===== src/rtl/agc_window_ctrl.sv =====
// One AGC measurement window: counts gt/lt threshold flags over period+1 clocks,
// then publishes the counts, their sum and their signed difference behind a valid/ack handshake.
module agc_window_ctrl #(
  parameter int CNT_BITS = 24
) (
  input  logic                clk_i,
  input  logic                rst_i,
  input  logic                gt_i,
  input  logic                lt_i,
  input  logic                start_i,
  input  logic [CNT_BITS-1:0] period_i,
  input  logic                ack_i,
  output logic                busy_o,
  output logic                valid_o,
  output logic [CNT_BITS-1:0] gt_cnt_o,
  output logic [CNT_BITS-1:0] lt_cnt_o,
  output logic [CNT_BITS:0]   sum_o,
  output logic [CNT_BITS:0]   diff_o,
  output logic                scale_en_o
);

  typedef enum logic [1:0] {IDLE, COUNT, CALC, DONE} state_t;

  state_t              state, state_nxt;
  logic                load;
  logic [CNT_BITS-1:0] win, gt_cnt, lt_cnt;

  always_comb begin
    state_nxt = state;
    load      = 1'b0;
    case (state)
      IDLE:  if (start_i) begin load = 1'b1; state_nxt = COUNT; end
      COUNT: if (win == '0) state_nxt = CALC;
      CALC:  state_nxt = DONE;
      DONE:  if (ack_i) begin
               if (start_i) begin load = 1'b1; state_nxt = COUNT; end
               else state_nxt = IDLE;
             end
      default: state_nxt = IDLE;
    endcase
  end

  // busy/valid registered from the next state so they line up with the state register
  always_ff @(posedge clk_i or posedge rst_i) begin
    if (rst_i) begin
      state   <= IDLE;
      busy_o  <= 1'b0;
      valid_o <= 1'b0;
    end else begin
      state   <= state_nxt;
      busy_o  <= (state_nxt != IDLE);
      valid_o <= (state_nxt == DONE);
    end
  end

  always_ff @(posedge clk_i or posedge rst_i) begin
    if (rst_i) begin
      win        <= '0;
      gt_cnt     <= '0;
      lt_cnt     <= '0;
      gt_cnt_o   <= '0;
      lt_cnt_o   <= '0;
      sum_o      <= '0;
      diff_o     <= '0;
      scale_en_o <= 1'b0;
    end else if (load) begin
      win    <= period_i;
      gt_cnt <= '0;
      lt_cnt <= '0;
    end else if (state == COUNT) begin
      if (win != '0) win <= win - CNT_BITS'(1);
      if (gt_i && gt_cnt != '1) gt_cnt <= gt_cnt + CNT_BITS'(1);
      if (lt_i && lt_cnt != '1) lt_cnt <= lt_cnt + CNT_BITS'(1);
    end else if (state == CALC) begin
      gt_cnt_o   <= gt_cnt;
      lt_cnt_o   <= lt_cnt;
      sum_o      <= {1'b0, gt_cnt} + {1'b0, lt_cnt};
      diff_o     <= {1'b0, gt_cnt} - {1'b0, lt_cnt};
      // sticky: the scaler stays enabled once any window has completed
      scale_en_o <= 1'b1;
    end
  end

endmodule


===== config.mk =====
export PLATFORM = sky130hd
export DESIGN_NAME = agc_window_ctrl
export DESIGN_NICKNAME = d
export VERILOG_FILES = /design/src/rtl/agc_window_ctrl.sv
export SDC_FILE = /design/constraint.sdc
export NUM_CORES = 1
export LEC_CHECK = 0
export BUFFER_PORTS_ARGS = -buffer_cell sky130_fd_sc_hd__buf_2
export CAP_MARGIN = 20
export CORE_MARGIN = 8
export CORE_UTILIZATION = 59
export DETAILED_ROUTE_END_ITERATION = 6
export PLACE_DENSITY_LB_ADDON = 0.3
export SETUP_SLACK_MARGIN = 0.3
export SYNTH_ARGS = -nofsm -noshare
export SYNTH_HDL_FRONTEND = slang
export SYNTH_SLANG_ARGS = --single-unit

===== constraint.sdc =====
create_clock -name clk_i -period 5.7 [get_ports clk_i]
set_input_delay 0.285 -clock clk_i [delete_from_list [all_inputs] [get_ports clk_i]]
set_output_delay 0.285 -clock clk_i [all_outputs]
set_load 0.02 [all_outputs]

Word level (Yosys, flattened, before mapping)
Index checks and enable logic that the tools add are counted.
{"block": "classes", "add_sub_neg": 5, "eq_ne": 6, "n_mux": 17, "n_bitwise": 2, "reduce_logical": 14}
{"cell": "$mux 24", "count": 9}
{"cell": "$add 24x1->24 const B", "count": 2}
{"cell": "$ne 24x24->1 const B", "count": 2}
{"cell": "$add 24x24->25", "count": 1}
{"cell": "$sub 24x24->25", "count": 1}
{"cell": "$logic_not 24->1", "count": 1}
{"cell": "$reduce_bool 24->1", "count": 1}
{"cell": "$sub 24x1->24 const B", "count": 1}
{"cell": "$reduce_bool 2->1", "count": 5}
{"cell": "$pmux 2 s4", "count": 1}
{"cell": "$eq 2x2->1 const B", "count": 3}
{"cell": "$mux 2", "count": 3}
{"cell": "$reduce_and 2->1", "count": 3}
{"cell": "$mux 1", "count": 3}
{"cell": "$reduce_and 3->1", "count": 1}
{"cell": "$eq 2x1->1 const B", "count": 1}
{"cell": "$logic_and 1x1->1", "count": 2}
{"cell": "$logic_not 2->1", "count": 1}
{"cell": "$not 1->1", "count": 2}
{"cell": "$pmux 1 s2", "count": 1}
{"block": "word_totals", "ff_bits": 175, "wordCells": 55}

Longest topological paths before layout
Gate-level depths: netlist of run 1.
{"block": "depth", "word_depth": 5, "depth_mapped": 11, "depth_no_buf": 10}

Least setup slack after synthesis of run 1
OpenSTA, ideal clock, no wires.
{"block": "synth_timing", "kind": "register to register", "from": "register gt_cnt[0]", "to": "register diff_o[18]", "setup_ns": 0.126, "arrival_time_ns": 2.446, "path_slack_ns": 3.128, "stages_incl_launch_ff": 11, "period_less_slack_ns": 2.572, "cell_sequence": "dfrtp_1 -> inv_1 -> ha_1 -> fa_1 -> nor2b_1 -> o2111ai_1 -> a21oi_1 -> o21bai_1 -> a31oi_1 -> mux2_2 -> a221o_1"}
{"block": "synth_via", "elab_chain_len": 1}
{"item": "from (decl)", "line_no": "26", "rtl": "logic [CNT_BITS-1:0] win, gt_cnt, lt_cnt;"}
{"item": "from (signal assigned)", "line_no": "72", "rtl": "if (gt_i && gt_cnt != '1) gt_cnt <= gt_cnt + CNT_BITS'(1);"}
{"item": "$sub 24x24->25", "line_no": "78", "rtl": "diff_o <= {1'b0, gt_cnt} - {1'b0, lt_cnt};"}
{"item": "to (signal assigned)", "line_no": "78"}
{"item": "to (decl)", "line_no": "18", "rtl": "output logic [CNT_BITS:0] diff_o,"}
Every way passes these cells.
A chain may end at the register's enable or synchronous reset.

Worst setup path in the final report of run 1
{"block": "layout_timing", "from": "register gt_cnt[0]", "to": "register diff_o[24]"}
Same word-level chain as after synthesis.

==> out/metrics.yaml, run 1 <==
cts_buffers: 17
synth_top_family_by_area: "simple AND/OR/NAND/NOR gates"
cts-resized-gates: 0
synth_compound_area_share_pct: 13.7
syn_avg_cell_area_um2: 9.42
drc: 0
netlist_instances: 1092
cp_cell_sequence: "inv_1, ha_1, fa_1, nor2b_1, o2111ai_1, a21oi_1, o21bai_1, a21boi_0, o221a_2, o41ai_1"
start_util_pct: 59.9
dieArea_um2: 21900
clk_path_buf_depth: 2
routed_wl_mm: 25.6
relSlewSlack_pct: 32.9
vias_per_cell: 5.88
ys.flop_type: "dfrtp_1"
final_hold_viol_count: 0
cp-start-kind: "flip-flop"
cts_tree: "done"
place_ws_ns: 2.79
maxCapViolCount: 0
status: "finished, final reports clean"
hpwlAfterDp_mm: 18.8
final.setup_skew_ns: 0.0119
postRouteAntennaNets: 0
vias: 8443
grt_pass1_vias: 8238
cts_setup_buffers: 0
htreeDepth: 4
finalCritPeriodShare_pct: 53.2
synth_xor_area_share_pct: 7.24
grt_start_max_net_pins: 115
antenna_found_initial: 0
netlist_area_um2: 10300
critPathMaxStageDelay_ns: 0.48
grt_pass1_wl_mm: 42.2
placed_area_um2: 11100
cp.arrival_ns: 3.30
worst_slack_ns: 2.67
ys.warnings.count: 0
clk_pin_slew_ns: 0.07
fmax_ghz: 0.330
grt_usage_pct: 23.9
cts_sinks: 174
crit_type: "flip-flop to flip-flop"
synth.distinct_cells: 72
power_density_nw_per_um2: 456
fill_cells: 1424
critPathMaxFanout: 6
synth_fa_ha_area_share_pct: 7.20
synth-seq-cells: 174
endpoint_kind: "flip-flop"
holdWs_ns: 0.0436
final_area_um2: 11700
path_delay_family: "compound AO/OA/AOI/OAI gates"
final_layout_size_suffix_gt1_share_pct: 20.7
area_delta_synth_final_pct: 13.3
ir_worst_vdd_uv: 265
core-area_um2: 17200
period_minus_slack_ns: 3.03
cp_slowest_cell: "dfrtp_1"
hp-class: "primary input to flip-flop"
io_pins: 131
report.final.slew_viol_count: 0
setup_viol: 0
io_buffers: 130
required_ns: 5.97
cp_num_buf_inv: 1
firstDrtPassIters: 5
n_antenna_cell: 0
rsz0062_at_grt: "false"
avgRoutedWirePerCell_um: 17.8
die_x_um: 148
synth_edf_count: 0
synth-async-reset-ratio_pct: 100
synthSimpleGateAreaFrac_pct: 18.0
cts_root_buf: "clkbuf_16"
grt_overflow: 0
num_rows: 48
cts_hold_buf: 0
worstMarginPinSlew_ns: 1.01
yosys-mux-area-fraction_pct: 7.30
die_h_um: 148
drt_iter0_markers: 757
routabilityCongestion: 0.931
ys_seq_area_share_pct: 42.3
tns_ns: 0
clk_latency_ns: 0.44
layout.nets: 1286
leakage_nw: 5.63
syn-num-nets: 1180
## cell families after synthesis
family	after synthesis
AO/OA/AOI/OAI	225
flip-flops	174
multiplexers	67
AND/OR/NAND/NOR	372
adder cells (fa/ha/maj)	58
buffers and inverters	111
XOR/XNOR	85
## synth_stat cells (all sizes together) (3+ instances only)
cell type | number | area share (%)
or2 | 10 | 0.61
ha | 56 | 6.8
nor4 | 10 | 0.82
dfrtp | 174 | 42
nor2 | 117 | 4.3
o31a | 3 | 0.26
xnor2 | 67 | 5.7
mux2 | 64 | 7.0
and2 | 4 | 0.27
xor2 | 18 | 1.5
o31ai | 7 | 0.51
o311ai | 3 | 0.26
nand2b | 7 | 0.43
o21a | 5 | 0.37
o211ai | 3 | 0.22
a211o | 6 | 0.51
nand2 | 80 | 2.9
and4 | 5 | 0.43
or4 | 12 | 0.91
inv | 61 | 2.2
o21bai | 10 | 0.73
and3 | 7 | 0.43
clkbuf | 37 | 1.4
a21boi | 4 | 0.29
a21o | 10 | 0.73
buf | 12 | 0.54
or3 | 18 | 1.1
nand4 | 25 | 1.7
nor2b | 12 | 0.73
a31oi | 14 | 0.85
a21oi | 73 | 3.6
a311oi | 3 | 0.26
mux2i | 3 | 0.29
nand3 | 30 | 1.5
nor3 | 29 | 1.4
o21ai | 63 | 3.1
## routing by layer
metal / GRT usage [%] / routed length [µm]
met4: 7.90 / 516
met1: 31.8 / 11200
met2: 37.2 / 11900
met3: 6.14 / 2000
met5: 0 / 0
## cells in the final DEF (no fill, tap or decap), drive strengths merged, types with 3 or more instances in the layout
cell type	instances
a211o	6
o21ai	63
and3	7
nand2	80
mux2	64
o211ai	3
nor2	117
or4	12
o31a	3
and4	5
clkbuf	20
o21bai	10
and2	4
or2	10
nor4	10
nand2b	7
ha	56
nor3	29
buf	135
nor2b	12
mux2i	3
a311oi	3
inv	66
dfrtp	174
a31oi	14
a21o	10
or3	18
nand4	25
clkinv	6
o21a	5
a21boi	4
o311ai	3
o31ai	7
xnor2	67
a21oi	73
xor2	18
nand3	30
## power by group
group | internal [mW] | switching, mW
Clock | 0.569 | 0.513
Sequential | 1.57 | 0.262
Combinational | 0.962 | 1.44
Total | 3.10 | 2.21
## state kept, by name, indices dropped and copies added (netlist names)
signal      cells
busy_o          1
win            24
gt_cnt_o       24
valid_o         1
lt_cnt_o       24
sum_o          25
diff_o         24
scale_en_o      1
state           2
gt_cnt         24
lt_cnt         24
## tightest hold or removal path: stages
cell	delay (ns)
buf_2	0.07
nand2_1	0.03
o21ai_0	0.06
## final timing paths
check / from / depth (start not counted) / to / slack [ns]
setup / recovery: gt_cnt[0]$_DFFE_PP0P_ / 10 / diff_o[24]$_DFFE_PP0P_ / 2.67
hold / removal: period_i[7] / 3 / win[7]$_DFFE_PP0P_ / 0.04
setup reg to reg: gt_cnt[0]$_DFFE_PP0P_ / 10 / diff_o[24]$_DFFE_PP0P_ / 2.67
hold reg to reg: scale_en_o$_DFFE_PP0P_ / 1 / scale_en_o$_DFFE_PP0P_ / 0.48
max in group asynchronous: rst_i / 4 / sum_o[14]$_DFFE_PP0P_ / 4.31
min in group asynchronous: rst_i / 3 / win[8]$_DFFE_PP0P_ / 0.34
## layout make-up
type                    count  area (µm²)  share of cell area [%]
flip-flops and latches    174        4350                    37.4
inverters                  62         238                    2.04
repair buffers            136         718                    6.16
clock buffers              20         437                    3.75
clock inverters            12         104                   0.891
well taps                 225         282                    2.42
multi-input cells         807        5520                    47.4
## stage by stage
stage,utilization (%),cells,power (mW)
global placement,64.5,1402,4.16
CTS,67.6,1434,5.33
detailed placement,64.5,1402,4.23
floorplan,-,1092,3.56
finish,67.8,1436,5.31
global route,67.8,1436,5.67
No activity file was read; power rests on OpenSTA's default activity.
==> run 2, diff against run 1 <==
==> constraint.sdc (replaced) <==
create_clock -name clk_i -period 3.1 [get_ports clk_i]
set_input_delay 0.155 -clock clk_i [delete_from_list [all_inputs] [get_ports clk_i]]
set_output_delay 0.155 -clock clk_i [all_outputs]
set_load 0.02 [all_outputs]
==> run 2 against run 1 <==
  * The run now ends with negative hold slack left
  * Routed wire length increased by 6.4%
  * Via count increased by 3.6%
  * Critical path depth decreased by 2
  * Largest cell class unchanged
  * Largest power group unchanged
==> out/metrics.yaml, run 2 (synthesis gave the netlist of run 1 again) <==
clk_path_buf_depth: 2
fin_cells: 1482
final_hold_viol_count: 19
final.setup_skew_ns: 0.0133
layout.nets: 1332
dieArea_um2: 21900
vias: 8747
required_ns: 3.43
cts_buffers: 17
io_buffers: 130
violations: "negative hold slack"
grt_pass1_vias: 8461
final_area_um2: 12200
start_util_pct: 59.9
die_h_um: 148
fill_cells: 1300
worstMarginPinSlew_ns: 0.914
firstDrtPassIters: 6
critPathMaxStageDelay_ns: 0.44
cp_cell_sequence: "inv_1, ha_2, or2_1, or3_1, o21bai_2, a311oi_1, mux2i_1, a211o_1"
r2r_cells: 8
crit_type: "flip-flop to flip-flop"
largest-register: "sum_o"
htreeDepth: 4
rsz0062_at_grt: "false"
final_layout_size_suffix_gt1_share_pct: 23.5
cp_num_buf_inv: 1
avgRoutedWirePerCell_um: 18.4
cts_root_buf: "clkbuf_16"
r2r_slack_ns: 0.39
grt_start_max_net_pins: 175
report.final.slew_viol_count: 0
final_cell_mix: "dfrtp_1, buf_2, nor2_1, nand2_1, a21oi_1"
multi_input_comb_area_um2: 5590
cts_sinks: 174
final_core_util_pct: 70.8
clk_latency_ns: 0.45
grt_pass1_wl_mm: 43.8
tns_ns: 0
antenna_found_initial: 1
grt_overflow: 0
final_common_cell: "dfrtp_1"
setup_viol: 0
finalCritPeriodShare_pct: 87.3
drc: 0
critPathMaxFanout: 9
status: "finished with violations"
placedCellCount: 1424
period_minus_slack_ns: 2.71
maxCapViolCount: 0
grt_usage_pct: 25.0
cts_tree: "done"
drt_iter0_markers: 945
path_delay_family: "compound AO/OA/AOI/OAI gates"
io_pins: 131
postRouteAntennaNets: 0
power_density_nw_per_um2: 842
placed_area_um2: 11300
endpoint_kind: "flip-flop"
cp.arrival_ns: 3.04
leakage_nw: 5.85
clk_pin_slew_ns: 0.07
relSlewSlack_pct: 39.1
cp_slowest_cell: "dfrtp_1"
fmax_ghz: 0.370
routabilityCongestion: 0.920
r2r-end: "sum_o[18]$_DFFE_PP0P_"
ir_worst_vdd_uv: 602
routed_wl_mm: 27.3
die_x_um: 148
hpwlAfterDp_mm: 19.4
power.total_mw: 10.2
holdWs_ns: -0.0282
vias_per_cell: 5.90
reg2reg_from: "lt_cnt[12]$_DFFE_PP0P_"
register_area_um2: 4360
area_delta_synth_final_pct: 18.3
hp-class: "primary input to asynchronous set/reset pin"
core-area_um2: 17200
num_rows: 48
largest_reg_flops: 25
cp-start-kind: "flip-flop"
n_antenna_cell: 0
==> run 2: cell count changes in the layout (fill, tap and decap cells not counted), moves of 3 or more <==
cell	change
clkbuf_8	+3
dfrtp_1	-5
a21oi_1	-4
dlygate4sd3_1	+23
buf_4	+22
ha_2	+4
a21oi_2	+4
dfrtp_2	+5
ha_1	-4
clkinv_4	-4
==> run 2: worst max path at each step <==
| stage | end | from | cells past startpoint |
|---|---|---|---|
| 3_3_place_gp | diff_o[18]$_DFFE_PP0P_ | gt_cnt[0]$_DFFE_PP0P_ | 10 |
| 6_report | sum_o[18]$_DFFE_PP0P_ | lt_cnt[12]$_DFFE_PP0P_ | 8 |
| 4_1_cts | diff_o[18]$_DFFE_PP0P_ | gt_cnt[0]$_DFFE_PP0P_ | 10 |
| 5_1_grt | diff_o[24]$_DFFE_PP0P_ | lt_cnt[14]$_DFFE_PP0P_ | 9 |
| 2_1_floorplan | diff_o[18]$_DFFE_PP0P_ | gt_cnt[0]$_DFFE_PP0P_ | 10 |
| 3_5_place_dp | diff_o[18]$_DFFE_PP0P_ | gt_cnt[0]$_DFFE_PP0P_ | 10 |
==> run 2: repair_timing <==
action | CTS | global route
pin swaps | 1 | 2
endpoints found under the setup margin | 2 | 15
resized for setup | 4 | 20
buffers inserted | 0 | 2
endpoints found under the hold margin | 24 | 0
hold buffers | 24 | 0
==> run 2: worst register-to-register path: cells and delay by family (launching register included) <==
family                     cells  cell delay, ns
DFF                            1            0.44
AOI/OAI and AO/OA              3            0.92
and+or+nand+nor                2            0.65
adders and majority gates      1            0.34
buffers and inverters          1            0.12
muxes                          1            0.14
==> run 2: area by class of cell <==
cell class / instances / area share [%]
Clock buffer: 22 / 3.90
Multi-Input combinational cell: 807 / 45.9
Tap cell: 225 / 2.31
Inverter: 62 / 1.94
Clock inverter: 10 / 0.833
Sequential cell: 174 / 35.8
Timing Repair Buffer: 182 / 9.26
==> run 2: metal layers <==
metal	wire length, µm	global-route usage (%)
met3	2190	6.79
met4	546	8.21
met2	12800	39.4
met1	11700	32.6
met5	12	0
==> run 2: power breakdown <==
| group | internal, mW | leakage (nW) | switching, mW |
|---|---|---|---|
| combinational | 1.98 | 3.31 | 2.78 |
| clock | 1.18 | 0.275 | 0.941 |
| sequential | 2.88 | 2.27 | 0.472 |
| total | 6.05 | 5.85 | 4.19 |
==> run 2: through the flow <==
stage / hold WS, ns / worst slack (ns)
2_1_floorplan: 0.272 / 0.528
3_3_place_gp: 0.355 / 0.347
3_5_place_dp: 0.363 / 0.275
4_1_cts: 0.0480 / 0.313
5_1_grt: 0.0409 / 0.301
6_report: -0.0282 / 0.394
